File: config.mk
export PLATFORM = sky130hd
export DESIGN_NAME = crc_stream_engine
export DESIGN_NICKNAME = d
export VERILOG_FILES = /design/src/rtl/crc_pkg.sv /design/src/rtl/crc_parallel_step.sv /design/src/rtl/crc_stream_engine.sv
export SDC_FILE = /design/constraint.sdc
export NUM_CORES = 1
export LEC_CHECK = 0
export CORE_MARGIN = 3
export CORE_UTILIZATION = 50
export CTS_CLUSTER_SIZE = 10
export DETAILED_ROUTE_END_ITERATION = 16
export GPL_TIMING_DRIVEN = 0
export HOLD_SLACK_MARGIN = 0.12
export PLACE_DENSITY = 0.73
export SYNTH_ARGS = -nofsm -noshare
export SYNTH_HDL_FRONTEND = slang
export SYNTH_HIERARCHICAL = 1
export SYNTH_SLANG_ARGS = --single-unit
File: constraint.sdc
create_clock -name clk_i -period 3.3 [get_ports clk_i]
set_input_delay 0.825 -clock clk_i [delete_from_list [all_inputs] [get_ports clk_i]]
set_output_delay 0.825 -clock clk_i [all_outputs]
set_load 0.01 [all_outputs]
File: src/rtl/crc_pkg.sv
// Shared types, polynomial constants and helpers for the framed CRC stream engine.
package crc_pkg;

    typedef enum logic [1:0] {
        IDLE   = 2'd0,
        ACTIVE = 2'd1,
        HOLD   = 2'd2
    } crc_state_t;

    localparam logic [15:0] CRC16_ANSI_POLY  = 16'h8005;
    localparam logic [15:0] CRC16_CCITT_POLY = 16'h1021;
    localparam logic [31:0] CRC32_POLY       = 32'h04C11DB7;

    // Reverses the low 'width' bits of v; bits at and above 'width' come back as zero.
    function automatic logic [63:0] bit_reverse(input logic [63:0] v, input int unsigned width);
        logic [63:0] res;
        res = '0;
        for (int unsigned i = 0; i < 64; i++) begin
            if (i < width) begin
                res[i] = v[width - 1 - i];
            end
        end
        return res;
    endfunction

endpackage

File: src/rtl/crc_parallel_step.sv
// Combinational fold of DATA_W input bits into a CRC_W remainder, bit 0 of the beat first.
module crc_parallel_step
    import crc_pkg::*;
#(
    parameter int               CRC_W  = 16,
    parameter logic [CRC_W-1:0] POLY   = CRC_W'(CRC16_ANSI_POLY),
    parameter int               DATA_W = 8
) (
    input  logic [CRC_W-1:0]  rem_i,
    input  logic [DATA_W-1:0] data_i,
    output logic [CRC_W-1:0]  rem_o
);

    logic [CRC_W-1:0] rem;

    // Each iteration is one LFSR shift; the shifted-out MSB is dropped by the fixed width.
    always_comb begin
        rem = rem_i;
        for (int i = 0; i < DATA_W; i++) begin
            if (data_i[i] ^ rem[CRC_W-1]) begin
                rem = (rem << 1) ^ POLY;
            end else begin
                rem = rem << 1;
            end
        end
        rem_o = rem;
    end

endmodule

File: src/rtl/crc_stream_engine.sv
// Word-parallel framed CRC engine: folds one beat per cycle and holds one result per frame
// behind a valid/ready handshake.
module crc_stream_engine
    import crc_pkg::*;
#(
    parameter int               CRC_W    = 16,
    parameter logic [CRC_W-1:0] POLY     = CRC_W'(CRC16_ANSI_POLY),
    parameter logic [CRC_W-1:0] CRC_INIT = '0,
    parameter logic [CRC_W-1:0] XOR_OUT  = '0,
    parameter bit               REFL_OUT = 1'b0,
    parameter int               DATA_W   = 8
) (
    input  logic              clk_i,
    input  logic              rst_i,
    input  logic [DATA_W-1:0] data_i,
    input  logic              valid_i,
    input  logic              sof_i,
    input  logic              eof_i,
    output logic              ready_o,
    output logic [CRC_W-1:0]  crc_o,
    output logic              crc_valid_o,
    input  logic              crc_ready_i
);

    crc_state_t       state_q, state_d;
    logic [CRC_W-1:0] rem_q, rem_d;
    logic [CRC_W-1:0] crcOut_q, crcOut_d;
    logic             crcValid_q, crcValid_d;
    logic             ready_q, ready_d;

    logic [CRC_W-1:0] stepIn;
    logic [CRC_W-1:0] remStep;
    logic [CRC_W-1:0] crcFinal;
    logic             accept;

    // A start-of-frame beat always restarts from CRC_INIT, even when a frame is open.
    assign stepIn = sof_i ? CRC_INIT : rem_q;
    assign accept = valid_i && ready_q;

    crc_parallel_step #(
        .CRC_W  (CRC_W),
        .POLY   (POLY),
        .DATA_W (DATA_W)
    ) u_step (
        .rem_i  (stepIn),
        .data_i (data_i),
        .rem_o  (remStep)
    );

    always_comb begin
        if (REFL_OUT) begin
            crcFinal = CRC_W'(bit_reverse(64'(remStep), CRC_W)) ^ XOR_OUT;
        end else begin
            crcFinal = remStep ^ XOR_OUT;
        end
    end

    always_comb begin
        state_d    = state_q;
        rem_d      = rem_q;
        crcOut_d   = crcOut_q;
        crcValid_d = crcValid_q;

        unique case (state_q)
            IDLE: begin
                if (accept && sof_i) begin
                    rem_d   = remStep;
                    state_d = eof_i ? HOLD : ACTIVE;
                end
            end
            ACTIVE: begin
                if (accept) begin
                    rem_d   = remStep;
                    state_d = eof_i ? HOLD : ACTIVE;
                end
            end
            HOLD: begin
                if (crc_ready_i && crcValid_q) begin
                    state_d    = IDLE;
                    crcValid_d = 1'b0;
                end
            end
            default: begin
                state_d = IDLE;
            end
        endcase

        if (state_q != HOLD && state_d == HOLD) begin
            crcOut_d   = crcFinal;
            crcValid_d = 1'b1;
        end

        // Registered ready keeps the upstream handshake free of combinational paths.
        ready_d = (state_d != HOLD);
    end

    always_ff @(posedge clk_i) begin
        if (rst_i) begin
            state_q    <= IDLE;
            rem_q      <= CRC_INIT;
            crcOut_q   <= '0;
            crcValid_q <= 1'b0;
            ready_q    <= 1'b1;
        end else begin
            state_q    <= state_d;
            rem_q      <= rem_d;
            crcOut_q   <= crcOut_d;
            crcValid_q <= crcValid_d;
            ready_q    <= ready_d;
        end
    end

    assign ready_o     = ready_q;
    assign crc_o       = crcOut_q;
    assign crc_valid_o = crcValid_q;

endmodule

# Word-level counts from Yosys, hierarchy flattened
# Index checks and enable logic that the tools add are counted.
[op_classes]
eq_ne = 7
muxes = 20
bitwise = 16
n_reduce_logical = 10
[op_table]
columns = ["op", "count"]
rows = [
  ["$mux W16", 11],
  ["$pmux W16 S2", 1],
  ["$not A3 Y3", 8],
  ["$mux W2", 4],
  ["$ne A2 B2 Y1 const B", 4],
  ["$xor A1 B1 Y1", 8],
  ["$pmux W2 S3", 1],
  ["$reduce_bool A2 Y1", 3],
  ["$eq A2 B2 Y1 const B", 2],
  ["$logic_and A1 B1 Y1", 4],
  ["$mux W1", 3],
  ["$reduce_and A3 Y1", 1],
  ["$eq A2 B1 Y1 const B", 1],
  ["$logic_not A2 Y1", 1],
  ["$reduce_and A2 Y1", 1],
]
[word_totals]
ff_bits = 36
out_inout_bits = 18
elab_cells = 58

# Depth between registers and ports, before layout
[depth]
word_depth = 19
depth_mapped = 9
mapped_depth_nobuf = 7

# By module
# The synthesis kept the hierarchy.
[by_module_without_submodules]
columns = ["module", "instances", "cells_per_inst", "area_each_um2", "seq_area_each_um2"]
rows = [
  ["crc_stream_engine", 1, 190, 1592.8, 720.7],
  ["crc_parallel_step", 1, 26, 284.0, 0.0],
]

# Worst setup path before layout
# Ideal clock, no wire load.
[synth_timing]
kind = "in2reg"
from = "input sof_i"
to = "register rem_q[15]"
arrival_ns = 2.669
required_time_ns = 3.230
setup_slack_ns = 0.562
stages = 9
path_buffers = 2
cell_sequence = "buf_4 clkbuf_1 nor2b_1 xnor2_1 xnor2_1 xnor3_2 xnor3_1 nand4_1 a21oi_1"
[synth_via]
word_cells_on_any_way = 31
cone_classes = "eq/ne: 1; mux: 12; bitwise: 16; reduce/logical: 2"
[synth_rtl]
columns = ["item", "line_no", "rtl"]
rows = [
  ["from (decl)", "crc_stream_engine.sv:17", "input logic sof_i,"],
  ["$mux W16 *", "crc_stream_engine.sv:37", "assign stepIn = sof_i ? CRC_INIT : rem_q;"],
  ["via stepIn[13]", "crc_stream_engine.sv:31", "logic [CRC_W-1:0] stepIn;"],
  ["$mux W16 *", "crc_parallel_step.sv:20", "if (data_i[i] ^ rem[CRC_W-1]) begin"],
  ["$not A3 Y3 (no source line)", "-", ""],
  ["$mux W16 *", "crc_parallel_step.sv:20", ""],
  ["$xor A1 B1 Y1 *", "crc_parallel_step.sv:20", ""],
  ["$mux W16 *", "crc_parallel_step.sv:20", ""],
  ["$xor A1 B1 Y1 *", "crc_parallel_step.sv:20", ""],
  ["[4 not listed]", "-", ""],
  ["$mux W16 *", "crc_parallel_step.sv:20", ""],
  ["$xor A1 B1 Y1 *", "crc_parallel_step.sv:20", ""],
  ["$mux W16 *", "crc_parallel_step.sv:20", ""],
  ["$xor A1 B1 Y1 *", "crc_parallel_step.sv:20", ""],
  ["$mux W16 *", "crc_parallel_step.sv:20", ""],
  ["via crcFinal[15]", "crc_stream_engine.sv:33", "logic [CRC_W-1:0] crcFinal;"],
  ["$mux W16, on equally long branches", "crc_stream_engine.sv:72, crc_stream_engine.sv:66", ""],
  ["$pmux W16 S2 *", "crc_stream_engine.sv:64", "unique case (state_q)"],
  ["to (signal assigned)", "crc_stream_engine.sv:106", "rem_q <= rem_d;"],
  ["to (decl)", "crc_stream_engine.sv:26", "logic [CRC_W-1:0] rem_q, rem_d;"],
]
# The timed path passes the listed nets; every way through them passes the cells marked *. The select of a mux whose other input is x is not followed.
# A chain may end at the register's enable or synchronous reset.

# Worst setup path after layout
[layout_timing]
from = "input sof_i"
to = "register rem_q[1]"
[layout_via]
word_cells_on_any_way = 28
cone_classes = "eq/ne: 1; mux: 12; bitwise: 13; reduce/logical: 2"
[layout_rtl]
columns = ["item", "line_no"]
rows = [
  ["$mux W16 *", "crc_stream_engine.sv:37"],
  ["via stepIn[13]", "crc_stream_engine.sv:31"],
  ["$mux W16 *", "crc_parallel_step.sv:20"],
  ["$not A3 Y3 (no source line)", "-"],
  ["$mux W16 *", "crc_parallel_step.sv:20"],
  ["$xor A1 B1 Y1 *", "crc_parallel_step.sv:20"],
  ["$mux W16 *", "crc_parallel_step.sv:20"],
  ["$xor A1 B1 Y1 *", "crc_parallel_step.sv:20"],
  ["[2 not listed]", "-"],
  ["$mux W16 *", "crc_parallel_step.sv:20"],
  ["$xor A1 B1 Y1 *", "crc_parallel_step.sv:20"],
  ["$mux W16 *", "crc_parallel_step.sv:20"],
  ["$xor A1 B1 Y1 *", "crc_parallel_step.sv:20"],
  ["$mux W16 * (2 in series)", "crc_parallel_step.sv:20"],
  ["via crcFinal[1]", "crc_stream_engine.sv:33"],
  ["$mux W16, on equally long branches", "crc_stream_engine.sv:72, crc_stream_engine.sv:66"],
  ["$pmux W16 S2 *", "crc_stream_engine.sv:64"],
]
# Marks and branches as above.

==> flow_metrics.tcl <==
set metrics [dict create \
    synth_top_area_share_pct 38.4 \
    ys_seq_area_share_pct 38.4 \
    wirelength_mm 4.47 \
    avgSynthCellArea_um2 8.69 \
    power_density_nw_per_um2 476 \
    startpoint "sof_i" \
    hold_class "reg -> reg" \
    p_total_uw 1110 \
    coreArea_um2 3470 \
    crit_path_frequent_cell "xnor2_1" \
    post-cts-setup-buffers 0 \
    status "complete, no violations" \
    yosysTopAreaCell "dfxtp_1" \
    synth_area_um2 1880 \
    hold_ws_ns 0.463 \
    critPathTopFamily "XOR/XNOR gates" \
    grt.total_usage_pct 22.4 \
    htreeDepth 2 \
    path_cells "buf_4 -> clkbuf_1 -> nor2b_1 -> xnor2_1 -> xnor2_1 -> xnor3_2 -> xnor2_1 -> nand2b_1 -> o21ai_0" \
    fin_skew_ns 0.00711 \
    min_from "state_q[1]" \
    layout_commonest_cell "o21ai_0" \
    start_kind "input pin" \
    setup_viol 0 \
    critPathMaxStageDelay_ns 0.53 \
    fin_ws_ns 0.412 \
    timing.max_cap.violations 0 \
    drtIter0Drc 135 \
    wire_per_inst_um 14.9 \
    grt_setup_unrepaired "false" \
    drive_gt1_share_pct 12.6 \
    insertion_delay_ns 0.29 \
    postRouteAntennaNets 0 \
    die_w_um 67.3 \
    grt_pass1_vias 1497 \
    filler_cell_count 329 \
    drc_errors 0 \
    dp_cells 292 \
    ff_latch_area_um2 721 \
    grt_pass1_wl_mm 7.40 \
    p_leak_uw 0.000834 \
    hold_violations 0 \
    period_needed_ns 2.89 \
    fmax_mhz 346 \
    path_class "in -> reg" \
    slowest_stage "xnor3_2" \
    grt-ovfl-total 0 \
    grt_max_degree 12 \
    post-route-period-util_pct 87.5 \
    yosys_warnings 6 \
    via_count 1631 \
    cts_buffer_depth 2 \
    slew_violations 0 \
    clk_pin_slew_ns 0.07 \
    diodes 0 \
    cts_made_buffers 5 \
    synth-seq-cells 36 \
    ctsHoldBuffers 0 \
    io_pins 32 \
    tns_ns 0 \
    cts_tree "yes" \
    ys_top_cells_by_area "dfxtp_1 38%, o21ai_0 9.9%, nor2b_1 8.0%, a21oi_1 6.9%, xnor2_1 5.1%" \
    synth_nets 230 \
    area_growth_pct 24.8 \
    maxSlewHeadroom_pct 64.9 \
    row_count 21 \
    final_cell_mix "37 x o21ai_0, 36 x dfxtp_1, 30 x clkdlybuf4s50_1" \
    path_max_fanout 10 \
    dr.pass1.iters 5 \
    port-buffer-count 30 \
    synthDistinctLibCells 31 \
    cts-root-buf "clkbuf_8" \
    pre_cts_slack_ns 0.0944 \
    ir_worst_vdd_uv 308 \
    ctsResizeCount 0 \
    initial_utilization_pct 54.1 \
    layout.cells.non_filler 300 \
    nets 267 \
    crit_arrival_ns 3.09 \
    multi_input_area_um2 1010 \
    worst_setup_path_end_kind "register" \
    crit-reg2reg-launch "rem_q[13]" \
    syn-instance-count 216 \
    grt_antenna_before_repair 0 \
    dieHeight_um 67.3 \
    worst_pin_slew_ns 0.523 \
    dieArea_um2 4520 \
    crit_buf_inv 2 \
    critical_path_required_ns 3.51 \
    gp_congestion 0.869 \
    routed_via_density 5.44 \
    cts_sinks 36 \
    hpwl_mm 3.25 \
]
[worst reg2reg max path, stage by stage, from the launching register on]
cell and delay (ns):
dfxtp_1 0.31, nor2b_1 0.13, xnor2_1 0.32, xnor2_1 0.24, xnor3_2 0.53, xnor2_1 0.26, nand2b_1 0.09, o21ai_0 0.16
[layout make-up]
class	instances	area share [%]
multi-input cells	157	43.0
flip-flops and latches	36	30.8
repair buffers	30	12.8
plain buffers	23	6.36
clock buffers	6	3.10
well taps	46	2.46
clock inverters	2	1.50
[report_power, final]
group	total (uW)	internal, uW	switching (uW)	leakage, uW
logic	262	122	140	0.000487
clock network	379	224	155	0.0000552
registers	473	461	12.6	0.000293
[through the flow]
stage	util [%]	area (um^2)
after floorplan	-	1880
after global placement	64.4	2230
after detailed placement	64.4	2230
after CTS	67.5	2340
after global routing	67.5	2340
final	67.5	2340
[cell usage after synthesis (all sizes together)]
library cell	instances
xnor2	13
nand2	4
a31oi	1
xnor3	2
o21ai	40
buf	16
a211oi	1
o21bai	1
xor2	6
and2b	1
nor4	1
nand3	18
a21oi	26
nor2b	24
a21o	1
nand4	8
nand2b	8
clkbuf	7
o21ba	1
and3	1
dfxtp	36
[layer usage]
metal,vias to the layer above,wire length (um),global-route usage (%)
met3,9,166,5.16
met2,40,2120,33.7
li1,818,-,-
met1,764,2100,30.8
met4,0,77,9.11
met5,-,0,0
[logic make-up after synthesis]
group | after synthesis | share of synthesized area [%]
AOI/OAI and AO/OA | 71 | 20.3
and+or+nand+nor | 65 | 20.3
DFF | 36 | 38.4
buffers and inverters | 23 | 7.93
xor gates and xnor gates | 21 | 13.1
[flip-flops by register name, summed over array words and instances, names as in the netlist]
name / cells
state_q: 2
ready_o: 1
crc_o: 16
rem_q: 16
crc_valid_o: 1
[final timing paths]
| path | endpoint | slack (ns) | cells after the start |
|---|---|---|---|
| max reg2reg | rem_q[1] | 1.18 | 7 |
| min reg2reg | state_q[0] | 0.46 | 1 |
| max | rem_q[1] | 0.41 | 9 |
| min | state_q[0] | 0.46 | 1 |
(Power assumes the default switching activity.)
